[config.mk]
export PLATFORM = sky130hd
export DESIGN_NAME = axi_exdes_loopback_flat
export DESIGN_NICKNAME = d
export VERILOG_FILES = /design/src/rtl/axi_exdes_pkg.sv /design/src/rtl/axi_exdes_if.sv /design/src/rtl/axi_exdes_slv_resp.sv /design/src/rtl/axi_exdes_loopback.sv /design/src/flat_wrapper.sv
export SDC_FILE = /design/constraint.sdc
export NUM_CORES = 1
export LEC_CHECK = 0
export BUFFER_PORTS_ARGS = -buffer_cell sky130_fd_sc_hd__buf_2
export CORE_AREA = 2 2 139 141
export DETAILED_ROUTE_END_ITERATION = 10
export DIE_AREA = 0 0 141 143
export GPL_TIMING_DRIVEN = 1
export PLACE_DENSITY = 0.63
export SLEW_MARGIN = 20
export SYNTH_ARGS = -nofsm -noshare
export SYNTH_HDL_FRONTEND = slang
export SYNTH_SLANG_ARGS = --single-unit
[constraint.sdc]
create_clock -name aclk -period 6.3 [get_ports aclk]
set_input_delay 0.315 -clock aclk [delete_from_list [all_inputs] [get_ports aclk]]
set_output_delay 0.315 -clock aclk [all_outputs]
set_load 0.01 [all_outputs]
[src/rtl/axi_exdes_pkg.sv]
// AXI4-Lite loopback example design: shared types and helpers.
// Expected-value functions are used by both the responder and the scoreboard.
package axi_exdes_pkg;

  typedef enum logic [1:0] {
    OKAY   = 2'b00,
    EXOKAY = 2'b01,
    SLVERR = 2'b10,
    DECERR = 2'b11
  } resp_t;

  typedef enum logic [2:0] {
    S_IDLE    = 3'd0,
    S_WR      = 3'd1,
    S_WR_RESP = 3'd2,
    S_RD      = 3'd3,
    S_RD_DATA = 3'd4,
    S_DONE    = 3'd5
  } mst_state_t;

  localparam logic [31:0] WDATA_SEED = 32'hA5A5_0000;

  // Byte address of transaction i; caller truncates to ADDR_W (wrap).
  function automatic logic [63:0] exp_addr(
    input logic [63:0] base,
    input logic [15:0] i
  );
    return base + {46'd0, i, 2'b00};
  endfunction

  function automatic logic [63:0] exp_wdata(input logic [15:0] i);
    return {32'd0, WDATA_SEED ^ {16'd0, i}};
  endfunction

  // Inverted address, limited to the low aw bits (zero above them).
  function automatic logic [63:0] exp_rdata(
    input logic [63:0] addr,
    input int unsigned aw
  );
    logic [63:0] mask;
    mask = (aw >= 64) ? '1 : ((64'd1 << aw) - 64'd1);
    return ~addr & mask;
  endfunction

endpackage

[src/rtl/axi_exdes_if.sv]
// AXI4-Lite link between the loopback master engine and slave responder.
// Master modport drives requests; slave modport drives responses.
interface axi_exdes_if #(
  parameter int ADDR_W = 32,
  parameter int DATA_W = 32
);
  import axi_exdes_pkg::*;

  logic              awvalid;
  logic              awready;
  logic [ADDR_W-1:0] awaddr;
  logic [2:0]        awprot;

  logic                wvalid;
  logic                wready;
  logic [DATA_W-1:0]   wdata;
  logic [DATA_W/8-1:0] wstrb;

  logic  bvalid;
  logic  bready;
  resp_t bresp;

  logic              arvalid;
  logic              arready;
  logic [ADDR_W-1:0] araddr;
  logic [2:0]        arprot;

  logic              rvalid;
  logic              rready;
  logic [DATA_W-1:0] rdata;
  resp_t             rresp;

  modport master (
    output awvalid, awaddr, awprot,
    output wvalid, wdata, wstrb,
    output bready,
    output arvalid, araddr, arprot,
    output rready,
    input  awready, wready,
    input  bvalid, bresp,
    input  arready,
    input  rvalid, rdata, rresp
  );

  modport slave (
    input  awvalid, awaddr, awprot,
    input  wvalid, wdata, wstrb,
    input  bready,
    input  arvalid, araddr, arprot,
    input  rready,
    output awready, wready,
    output bvalid, bresp,
    output arready,
    output rvalid, rdata, rresp
  );

endinterface

[src/rtl/axi_exdes_slv_resp.sv]
// Memoryless AXI4-Lite slave responder with external backpressure.
// Writes always answer OKAY; reads return the inverted read address.
module axi_exdes_slv_resp
  import axi_exdes_pkg::*;
#(
  parameter int ADDR_W = 32,
  parameter int DATA_W = 32
) (
  input  logic        aclk,
  input  logic        areset,
  input  logic        stall,
  axi_exdes_if.slave  s
);

  logic rdy;
  logic aw_got;
  logic w_got;
  logic aw_hs;
  logic w_hs;
  logic ar_hs;
  logic unused_payload;

  assign rdy       = !stall && !areset;
  assign s.awready = rdy;
  assign s.wready  = rdy;
  assign s.arready = rdy;

  assign aw_hs = s.awvalid && rdy;
  assign w_hs  = s.wvalid && rdy;
  assign ar_hs = s.arvalid && rdy;

  assign unused_payload =
    ^{s.awaddr, s.awprot, s.wdata, s.wstrb, s.arprot};

  // Pair up AW and W, then post one B; hold B until accepted.
  always_ff @(posedge aclk or posedge areset) begin
    if (areset) begin
      aw_got   <= 1'b0;
      w_got    <= 1'b0;
      s.bvalid <= 1'b0;
      s.bresp  <= OKAY;
    end else begin
      if (s.bvalid && s.bready)
        s.bvalid <= 1'b0;
      if ((aw_got || aw_hs) && (w_got || w_hs) &&
          (!s.bvalid || s.bready)) begin
        s.bvalid <= 1'b1;
        s.bresp  <= OKAY;
        aw_got   <= 1'b0;
        w_got    <= 1'b0;
      end else begin
        if (aw_hs)
          aw_got <= 1'b1;
        if (w_hs)
          w_got <= 1'b1;
      end
    end
  end

  // Answer each AR with ~ARADDR; hold R until accepted.
  always_ff @(posedge aclk or posedge areset) begin
    if (areset) begin
      s.rvalid <= 1'b0;
      s.rdata  <= '0;
      s.rresp  <= OKAY;
    end else begin
      if (s.rvalid && s.rready)
        s.rvalid <= 1'b0;
      if (ar_hs) begin
        s.rvalid <= 1'b1;
        s.rdata  <= DATA_W'(exp_rdata(64'(s.araddr), ADDR_W));
        s.rresp  <= OKAY;
      end
    end
  end

endmodule

[src/rtl/axi_exdes_loopback.sv]
// AXI4-Lite loopback: write-then-read master, slave responder, scoreboard.
// The link leaves through mst/slv so the two sides are wired outside.
module axi_exdes_loopback
  import axi_exdes_pkg::*;
#(
  parameter int ADDR_W = 32,
  parameter int DATA_W = 32,
  parameter int NUM_TXN = 16,
  parameter logic [ADDR_W-1:0] BASE_ADDR = '0
) (
  input  logic         aclk,
  input  logic         areset,
  input  logic         start,
  input  logic         stall,
  output logic         busy,
  output logic         done,
  output logic         pass,
  output logic [15:0]  wr_count,
  output logic [15:0]  rd_count,
  output logic [15:0]  err_count,
  axi_exdes_if.master  mst,
  axi_exdes_if.slave   slv
);

  localparam logic [15:0] LAST = 16'(NUM_TXN - 1);
  localparam logic [15:0] NTXN = 16'(NUM_TXN);
  localparam logic [63:0] BASE = 64'(BASE_ADDR);

  mst_state_t  state;
  logic [15:0] idx;
  logic        awv;
  logic        wv;
  logic        arv;
  logic        aw_hs;
  logic        w_hs;
  logic        b_hs;
  logic        ar_hs;
  logic        r_hs;
  logic        launch;
  logic [2:0]  err_inc;
  logic [16:0] err_sum;

  axi_exdes_slv_resp #(
    .ADDR_W (ADDR_W),
    .DATA_W (DATA_W)
  ) u_slv (
    .aclk   (aclk),
    .areset (areset),
    .stall  (stall),
    .s      (slv)
  );

  assign mst.awvalid = awv;
  assign mst.awaddr  = ADDR_W'(exp_addr(BASE, idx));
  assign mst.awprot  = 3'd0;
  assign mst.wvalid  = wv;
  assign mst.wdata   = DATA_W'(exp_wdata(idx));
  assign mst.wstrb   = '1;
  assign mst.bready  = (state == S_WR_RESP);
  assign mst.arvalid = arv;
  assign mst.araddr  = ADDR_W'(exp_addr(BASE, idx));
  assign mst.arprot  = 3'd0;
  assign mst.rready  = (state == S_RD_DATA);

  assign aw_hs = mst.awvalid && mst.awready;
  assign w_hs  = mst.wvalid && mst.wready;
  assign b_hs  = mst.bvalid && mst.bready;
  assign ar_hs = mst.arvalid && mst.arready;
  assign r_hs  = mst.rvalid && mst.rready;

  assign launch = start &&
    (state == S_IDLE || state == S_DONE);

  assign busy = (state != S_IDLE) && (state != S_DONE);
  assign done = (state == S_DONE);
  assign pass = done && (err_count == 16'd0);

  // Master engine: one outstanding write, then one outstanding read.
  always_ff @(posedge aclk or posedge areset) begin
    if (areset) begin
      state <= S_IDLE;
      idx   <= '0;
      awv   <= 1'b0;
      wv    <= 1'b0;
      arv   <= 1'b0;
    end else begin
      unique case (state)
        S_IDLE, S_DONE: begin
          if (start) begin
            state <= S_WR;
            idx   <= '0;
            awv   <= 1'b1;
            wv    <= 1'b1;
          end
        end
        S_WR: begin
          if (aw_hs)
            awv <= 1'b0;
          if (w_hs)
            wv <= 1'b0;
          if ((!awv || mst.awready) && (!wv || mst.wready))
            state <= S_WR_RESP;
        end
        S_WR_RESP: begin
          if (b_hs) begin
            if (idx == LAST) begin
              idx   <= '0;
              arv   <= 1'b1;
              state <= S_RD;
            end else begin
              idx   <= idx + 16'd1;
              awv   <= 1'b1;
              wv    <= 1'b1;
              state <= S_WR;
            end
          end
        end
        S_RD: begin
          if (ar_hs) begin
            arv   <= 1'b0;
            state <= S_RD_DATA;
          end
        end
        S_RD_DATA: begin
          if (r_hs) begin
            if (idx == LAST) begin
              state <= S_DONE;
            end else begin
              idx   <= idx + 16'd1;
              arv   <= 1'b1;
              state <= S_RD;
            end
          end
        end
        default: state <= S_IDLE;
      endcase
    end
  end

  // Scoreboard: index comes from its own completion counters.
  always_comb begin
    err_inc = 3'd0;
    if (aw_hs && mst.awaddr != ADDR_W'(exp_addr(BASE, wr_count)))
      err_inc = err_inc + 3'd1;
    if (w_hs && mst.wdata != DATA_W'(exp_wdata(wr_count)))
      err_inc = err_inc + 3'd1;
    if (b_hs && mst.bresp != OKAY)
      err_inc = err_inc + 3'd1;
    if (r_hs && mst.rdata !=
        DATA_W'(exp_rdata(exp_addr(BASE, rd_count), ADDR_W)))
      err_inc = err_inc + 3'd1;
    if (r_hs && mst.rresp != OKAY)
      err_inc = err_inc + 3'd1;
    if (ar_hs && wr_count != NTXN)
      err_inc = err_inc + 3'd1;
  end

  assign err_sum = {1'b0, err_count} + 17'(err_inc);

  // Completion and error counters; a new run clears them.
  always_ff @(posedge aclk or posedge areset) begin
    if (areset) begin
      wr_count  <= '0;
      rd_count  <= '0;
      err_count <= '0;
    end else if (launch) begin
      wr_count  <= '0;
      rd_count  <= '0;
      err_count <= '0;
    end else begin
      if (b_hs)
        wr_count <= wr_count + 16'd1;
      if (r_hs)
        rd_count <= rd_count + 16'd1;
      err_count <= err_sum[16] ? 16'hFFFF : err_sum[15:0];
    end
  end

endmodule

[src/flat_wrapper.sv]
// flat-port wrapper written by rule: the top's interface ports become plain ports
module axi_exdes_loopback_flat import axi_exdes_pkg::*;
#(
  parameter int ADDR_W = 32,
  parameter int DATA_W = 32,
  parameter int NUM_TXN = 16,
  parameter logic [ADDR_W-1:0] BASE_ADDR = '0
)
  (aclk, areset, start, stall, busy, done, pass, wr_count, rd_count, err_count, mst_awvalid, mst_awaddr, mst_awprot, mst_wvalid, mst_wdata, mst_wstrb, mst_bready, mst_arvalid, mst_araddr, mst_arprot, mst_rready, mst_awready, mst_wready, mst_bvalid, mst_bresp, mst_arready, mst_rvalid, mst_rdata, mst_rresp, slv_awvalid, slv_awaddr, slv_awprot, slv_wvalid, slv_wdata, slv_wstrb, slv_bready, slv_arvalid, slv_araddr, slv_arprot, slv_rready, slv_awready, slv_wready, slv_bvalid, slv_bresp, slv_arready, slv_rvalid, slv_rdata, slv_rresp);
  axi_exdes_if #(.ADDR_W(ADDR_W), .DATA_W(DATA_W)) mst_i ();
  axi_exdes_if #(.ADDR_W(ADDR_W), .DATA_W(DATA_W)) slv_i ();
  input  logic aclk;
  input  logic areset;
  input  logic start;
  input  logic stall;
  output logic busy;
  output logic done;
  output logic pass;
  output logic [15:0] wr_count;
  output logic [15:0] rd_count;
  output logic [15:0] err_count;
  output wire logic [$bits(mst_i.awvalid)-1:0] mst_awvalid;
  output wire logic [$bits(mst_i.awaddr)-1:0] mst_awaddr;
  output wire logic [$bits(mst_i.awprot)-1:0] mst_awprot;
  output wire logic [$bits(mst_i.wvalid)-1:0] mst_wvalid;
  output wire logic [$bits(mst_i.wdata)-1:0] mst_wdata;
  output wire logic [$bits(mst_i.wstrb)-1:0] mst_wstrb;
  output wire logic [$bits(mst_i.bready)-1:0] mst_bready;
  output wire logic [$bits(mst_i.arvalid)-1:0] mst_arvalid;
  output wire logic [$bits(mst_i.araddr)-1:0] mst_araddr;
  output wire logic [$bits(mst_i.arprot)-1:0] mst_arprot;
  output wire logic [$bits(mst_i.rready)-1:0] mst_rready;
  input wire logic [$bits(mst_i.awready)-1:0] mst_awready;
  input wire logic [$bits(mst_i.wready)-1:0] mst_wready;
  input wire logic [$bits(mst_i.bvalid)-1:0] mst_bvalid;
  input wire logic [$bits(mst_i.bresp)-1:0] mst_bresp;
  input wire logic [$bits(mst_i.arready)-1:0] mst_arready;
  input wire logic [$bits(mst_i.rvalid)-1:0] mst_rvalid;
  input wire logic [$bits(mst_i.rdata)-1:0] mst_rdata;
  input wire logic [$bits(mst_i.rresp)-1:0] mst_rresp;
  input wire logic [$bits(slv_i.awvalid)-1:0] slv_awvalid;
  input wire logic [$bits(slv_i.awaddr)-1:0] slv_awaddr;
  input wire logic [$bits(slv_i.awprot)-1:0] slv_awprot;
  input wire logic [$bits(slv_i.wvalid)-1:0] slv_wvalid;
  input wire logic [$bits(slv_i.wdata)-1:0] slv_wdata;
  input wire logic [$bits(slv_i.wstrb)-1:0] slv_wstrb;
  input wire logic [$bits(slv_i.bready)-1:0] slv_bready;
  input wire logic [$bits(slv_i.arvalid)-1:0] slv_arvalid;
  input wire logic [$bits(slv_i.araddr)-1:0] slv_araddr;
  input wire logic [$bits(slv_i.arprot)-1:0] slv_arprot;
  input wire logic [$bits(slv_i.rready)-1:0] slv_rready;
  output wire logic [$bits(slv_i.awready)-1:0] slv_awready;
  output wire logic [$bits(slv_i.wready)-1:0] slv_wready;
  output wire logic [$bits(slv_i.bvalid)-1:0] slv_bvalid;
  output wire logic [$bits(slv_i.bresp)-1:0] slv_bresp;
  output wire logic [$bits(slv_i.arready)-1:0] slv_arready;
  output wire logic [$bits(slv_i.rvalid)-1:0] slv_rvalid;
  output wire logic [$bits(slv_i.rdata)-1:0] slv_rdata;
  output wire logic [$bits(slv_i.rresp)-1:0] slv_rresp;
  assign mst_awvalid = mst_i.awvalid;
  assign mst_awaddr = mst_i.awaddr;
  assign mst_awprot = mst_i.awprot;
  assign mst_wvalid = mst_i.wvalid;
  assign mst_wdata = mst_i.wdata;
  assign mst_wstrb = mst_i.wstrb;
  assign mst_bready = mst_i.bready;
  assign mst_arvalid = mst_i.arvalid;
  assign mst_araddr = mst_i.araddr;
  assign mst_arprot = mst_i.arprot;
  assign mst_rready = mst_i.rready;
  assign mst_i.awready = mst_awready;
  assign mst_i.wready = mst_wready;
  assign mst_i.bvalid = mst_bvalid;
  assign mst_i.bresp = mst_bresp;
  assign mst_i.arready = mst_arready;
  assign mst_i.rvalid = mst_rvalid;
  assign mst_i.rdata = mst_rdata;
  assign mst_i.rresp = mst_rresp;
  assign slv_i.awvalid = slv_awvalid;
  assign slv_i.awaddr = slv_awaddr;
  assign slv_i.awprot = slv_awprot;
  assign slv_i.wvalid = slv_wvalid;
  assign slv_i.wdata = slv_wdata;
  assign slv_i.wstrb = slv_wstrb;
  assign slv_i.bready = slv_bready;
  assign slv_i.arvalid = slv_arvalid;
  assign slv_i.araddr = slv_araddr;
  assign slv_i.arprot = slv_arprot;
  assign slv_i.rready = slv_rready;
  assign slv_awready = slv_i.awready;
  assign slv_wready = slv_i.wready;
  assign slv_bvalid = slv_i.bvalid;
  assign slv_bresp = slv_i.bresp;
  assign slv_arready = slv_i.arready;
  assign slv_rvalid = slv_i.rvalid;
  assign slv_rdata = slv_i.rdata;
  assign slv_rresp = slv_i.rresp;
  axi_exdes_loopback #(.ADDR_W(ADDR_W), .DATA_W(DATA_W), .NUM_TXN(NUM_TXN), .BASE_ADDR(BASE_ADDR)) u_core (.aclk(aclk), .areset(areset), .start(start), .stall(stall), .busy(busy), .done(done), .pass(pass), .wr_count(wr_count), .rd_count(rd_count), .err_count(err_count), .mst(mst_i), .slv(slv_i));
endmodule
==> parameters.txt <==
Parameter                              Value

Timing
  Final count of pins violating max slew ... 0
  Total of endpoints with negative setup slack in the final report ... 0
  Setup repair after global routing missed its margin ... no
  Relative max-transition margin ... 47.5%
  Fin Clk Skew ... 0.00522 ns
  Worst Tran Pin Value ... 0.784 ns
  Slack of the critical path ... 0.512 ns
  Post-route minimum period ... 5.79 ns
  Final hold violations ... 0
  Final period utilization ... 91.9%
  Setup TNS Final ... 0 ns
  Fmax achieved ... 0.173 GHz

Setup path
  Critical path startpoint category ... flip-flop
  Biggest fanout along the worst timing path ... 8
  Delay of the slowest cell on the worst path ... 0.48 ns
  Crit path capture type ... flip-flop
  Worst-path cell with the longest stage delay ... sky130_fd_sc_hd__dfrtp_1
  Critical path depth ... 22
  Endpoint arrival time on the critical path ... 6.04 ns
  Cells along the critical path ... xor2_1 > nor4_1 > nand4_1 > and3_1 > ha_1 > xor2_1 > ha_1 > mux2_2 > ha_1 > nor3b_1 > a21o_1 > a311o_1 > ha_1 > and3_1 > xor2_1 > xnor2_1 > ha_1 > a21oi_1 > nor4b_1 > and3_1 > nand3_1 > o211a_1
  Critical path buffers and inverters ... 0
  Worst setup path class ... reg2reg
  R2R depth ... 22
  Delay-heaviest family, CP ... simple AND/OR/NAND/NOR gates
  Most common cell on crit path ... sky130_fd_sc_hd__ha_1
  Required time of the worst setup path ... 6.55 ns

Global routing
  Pin count of the biggest net entering global routing ... 60
  Total track usage ... 15.7%
  Gr ovfl total ... 0
  Number of global-route vias before repair ... 4854
  Initial antenna violation count ... 0
  First-pass GRT wire length ... 24.9 mm

Die
  Starting density of the core ... 35.0%
  Standard-cell rows ... 50
  Core region area ... 0.0186 mm²
  Horiz. Die Dim ... 141 µm
  I/O pin count ... 359
  Die ar. ... 0.0202 mm²
  Vert. Die Dim ... 143 µm

Outcome
  Status ... finished clean

Clock network
  Deepest clock path buffer count ... 2
  Clock transition at the registers of the reported paths ... 0.08 ns
  Number of clock sinks ... 106
  Number of hold buffers added after CTS ... 0
  Clk Latency, worst-skew pair ... 0.36 ns
  CTS tree ... built
  Inserted Clock Buffers ... 9
  Number of buffers added for setup after CTS ... 0
  Htree depth ... 3
  CTS Root Buffer Type ... sky130_fd_sc_hd__clkbuf_16
  Count of instances resized after the clock tree is built ... 0

Placement
  Number of placed instances with taps included ... 1120
  Routability Congestion ... 0.822
  Placed cell area ... 0.00736 mm²
  PortBufs ... 222
  Post-Place Setup Slack ... 0.495 ns
  Estimated wirelength of the detail-placed design ... 12.1 mm

Route
  Remaining antenna violation count after routing ... 0
  Routed via count divided by cell count ... 4.69
  Drt drc ... 0
  First-pass detailed-route iteration total ... 4
  Final WL ... 15.9 mm
  Via count ... 5323
  Post-detailed-route wirelength per cell ... 14.0 µm
  DRC violation total after the first TritonRoute iteration ... 213

Power and ir drop
  Switching component of the power ... 0.839 mW
  Overall power of the completed layout ... 2.24 mW
  Highest ir drop seen on vdd ... 0.000129 V
  Static power due to leakage ... 4.15 nW
  Part of the total power dissipated in combinational logic ... 35.6%
  Internal power of the cells ... 1.40 mW
  Switching part of the total power ... 37.5%
  Register share of total power ... 37.8%
  Clock network fraction of total power ... 26.5%
  PD cells ... 291 mW/mm²

Yosys
  Asr flop ratio synth ... 100%
  Number of storage elements in the synthesis netlist ... 106
  Avg Inst Size Synth ... 9.08 µm²
  Post-synth EDFFs ... 0
  Most area-consuming cells after synthesis ... sky130_fd_sc_hd__dfrtp_1 (41%), sky130_fd_sc_hd__buf_4 (11%), sky130_fd_sc_hd__xor2_1 (6.6%)
  Count of warnings emitted by yosys ... 0
  Sequential share of the synthesized area ... 40.8%
  Most frequent cell after synthesis ... sky130_fd_sc_hd__dfrtp_1
  Number of distinct standard cells referenced by the synthesized netlist ... 58
  Number of standard cells after synthesis ... 717
  Area leader, netlist ... sky130_fd_sc_hd__dfrtp_1
  Cell area after technology mapping ... 0.00651 mm²
  Primary FF master, synth ... sky130_fd_sc_hd__dfrtp_1
  Synth cell count leaders ... sky130_fd_sc_hd__dfrtp_1 (106), sky130_fd_sc_hd__buf_4 (98), sky130_fd_sc_hd__nand2_1 (72)
  Top cell type's share of synthesized area ... 40.8%

Cells and area
  Nets ... 1066
  Antenna fix cells ... 0
  Non-filler cells, final ... 1136
  Number of filler cells placed in the layout ... 1916
  Relative area change from synthesis to final layout ... 18.0%
  Share of layout cells above drive strength 1 ... 28.7%
  Summed area of non-filler cells in the final layout ... 0.00768 mm²

Min path
  Class of the worst hold path ... in2async

Job
  Maximum capacitance violations ... 0
## worst reg2reg max path, delay by kind of cell (launching register included)
family                     cells  cell delay [ns]
and+or+nand+nor                8             1.94
adders and majority gates      5             1.44
xor gates and xnor gates       4             0.79
AOI/OAI and AO/OA              4             0.75
DFF                            1             0.48
muxes                          1             0.26
## power by group through the flow
stage               registers, mW  clock network [mW]  logic, mW
floorplan                   0.871                   0      0.580
global placement            0.857                   0      0.796
detailed placement          0.857                   0      0.810
CTS                         0.847               0.617      0.810
global route                0.862               0.649      0.895
finish                      0.846               0.594      0.796
## area by class of cell
class	count	area (µm²)	share of cell area [%]
multi-input combinational	528	3170	41.2
sequential	106	2650	34.6
timing repair buffer	229	1160	15.2
tap	234	293	3.81
clock buffer	9	225	2.93
clock inverter	7	88.8	1.16
inverter	23	88.8	1.16
## sequential cells by signal (all words and copies together), names as in the netlist
register               count
u_core.mst.wvalid          1
u_core.u_slv.w_got         1
u_core.u_slv.s.rvalid      1
u_core.mst.arvalid         1
u_core.state               3
u_core.wr_count           16
u_core.u_slv.aw_got        1
u_core.u_slv.s.rdata      32
u_core.mst.awvalid         1
u_core.u_slv.s.bvalid      1
u_core.rd_count           16
u_core.idx                16
u_core.err_count          16
## worst paths after layout
kind	from	endpoint	slack, ns
max in group asynchronous	areset	u_core.u_slv.s.rdata[12]$_DFFE_PP0P_	5.07
worst max-delay path	u_core.idx[9]$_DFFE_PP0P_	u_core.err_count[15]$_DFF_PP0_	0.51
worst min register to register	u_core.u_slv.s.rdata[14]$_DFFE_PP0P_	u_core.u_slv.s.rdata[14]$_DFFE_PP0P_	0.48
worst max register to register	u_core.idx[9]$_DFFE_PP0P_	u_core.err_count[15]$_DFF_PP0_	0.51
min in group aclk	slv_araddr[23]	u_core.u_slv.s.rdata[23]$_DFFE_PP0P_	0.13
worst min-delay path	areset	u_core.u_slv.s.rdata[23]$_DFFE_PP0P_	0.02
## per-layer routing
layer	GRT usage, %	up-vias	wire length, µm	part of all wire [%]
li1	-	2632	-	-
met1	22.0	2475	7380	47
met2	23.8	198	7150	45
met3	3.72	18	1070	6.8
met4	5.42	0	252	1.6
met5	0	-	0	0
## cells by family after synthesis
| kind of cell | Yosys count | share of synthesized area [%] |
|---|---|---|
| other | 2 | 0.115 |
| muxes | 5 | 0.807 |
| DFF | 106 | 40.8 |
| xor gates and xnor gates | 88 | 12.2 |
| and+or+nand+nor | 253 | 19.6 |
| AOI/OAI and AO/OA | 107 | 9.90 |
| buffers and inverters | 143 | 14.1 |
| adders and majority gates | 13 | 2.61 |
## placed cells by master, fill, tap and decap left out, types with 4 or more instances in the layout
cell	netlist	routed
sky130_fd_sc_hd__clkbuf_16	0	9
sky130_fd_sc_hd__nor3b_1	6	6
sky130_fd_sc_hd__conb_1	2	62
sky130_fd_sc_hd__nand2_1	72	72
sky130_fd_sc_hd__ha_1	12	12
sky130_fd_sc_hd__inv_1	22	21
sky130_fd_sc_hd__nor3_1	6	6
sky130_fd_sc_hd__xor2_1	49	49
sky130_fd_sc_hd__nand4_1	18	18
sky130_fd_sc_hd__a21o_1	7	7
sky130_fd_sc_hd__and2_1	4	4
sky130_fd_sc_hd__xnor2_1	37	37
sky130_fd_sc_hd__buf_2	3	222
sky130_fd_sc_hd__nor2b_1	5	5
sky130_fd_sc_hd__a21oi_1	30	30
sky130_fd_sc_hd__o21ai_0	46	46
sky130_fd_sc_hd__nor2_1	62	62
sky130_fd_sc_hd__dfrtp_1	106	106
sky130_fd_sc_hd__buf_4	98	7
sky130_fd_sc_hd__nand3_1	22	22
sky130_fd_sc_hd__nand2b_1	5	5
sky130_fd_sc_hd__nor4_1	18	18
sky130_fd_sc_hd__and3_1	18	18
sky130_fd_sc_hd__or3_1	5	5
sky130_fd_sc_hd__nor4b_1	4	4
## per-stage QoR
step                      hold WS, ns  utilization [%]
after global placement          0.452             39.6
after CTS                      0.0498             41.3
after floorplan                 0.422                -
after global routing           0.0881             41.3
final                          0.0226             41.3
after detailed placement        0.449             39.6
Power figures use the tool's default switching activity.
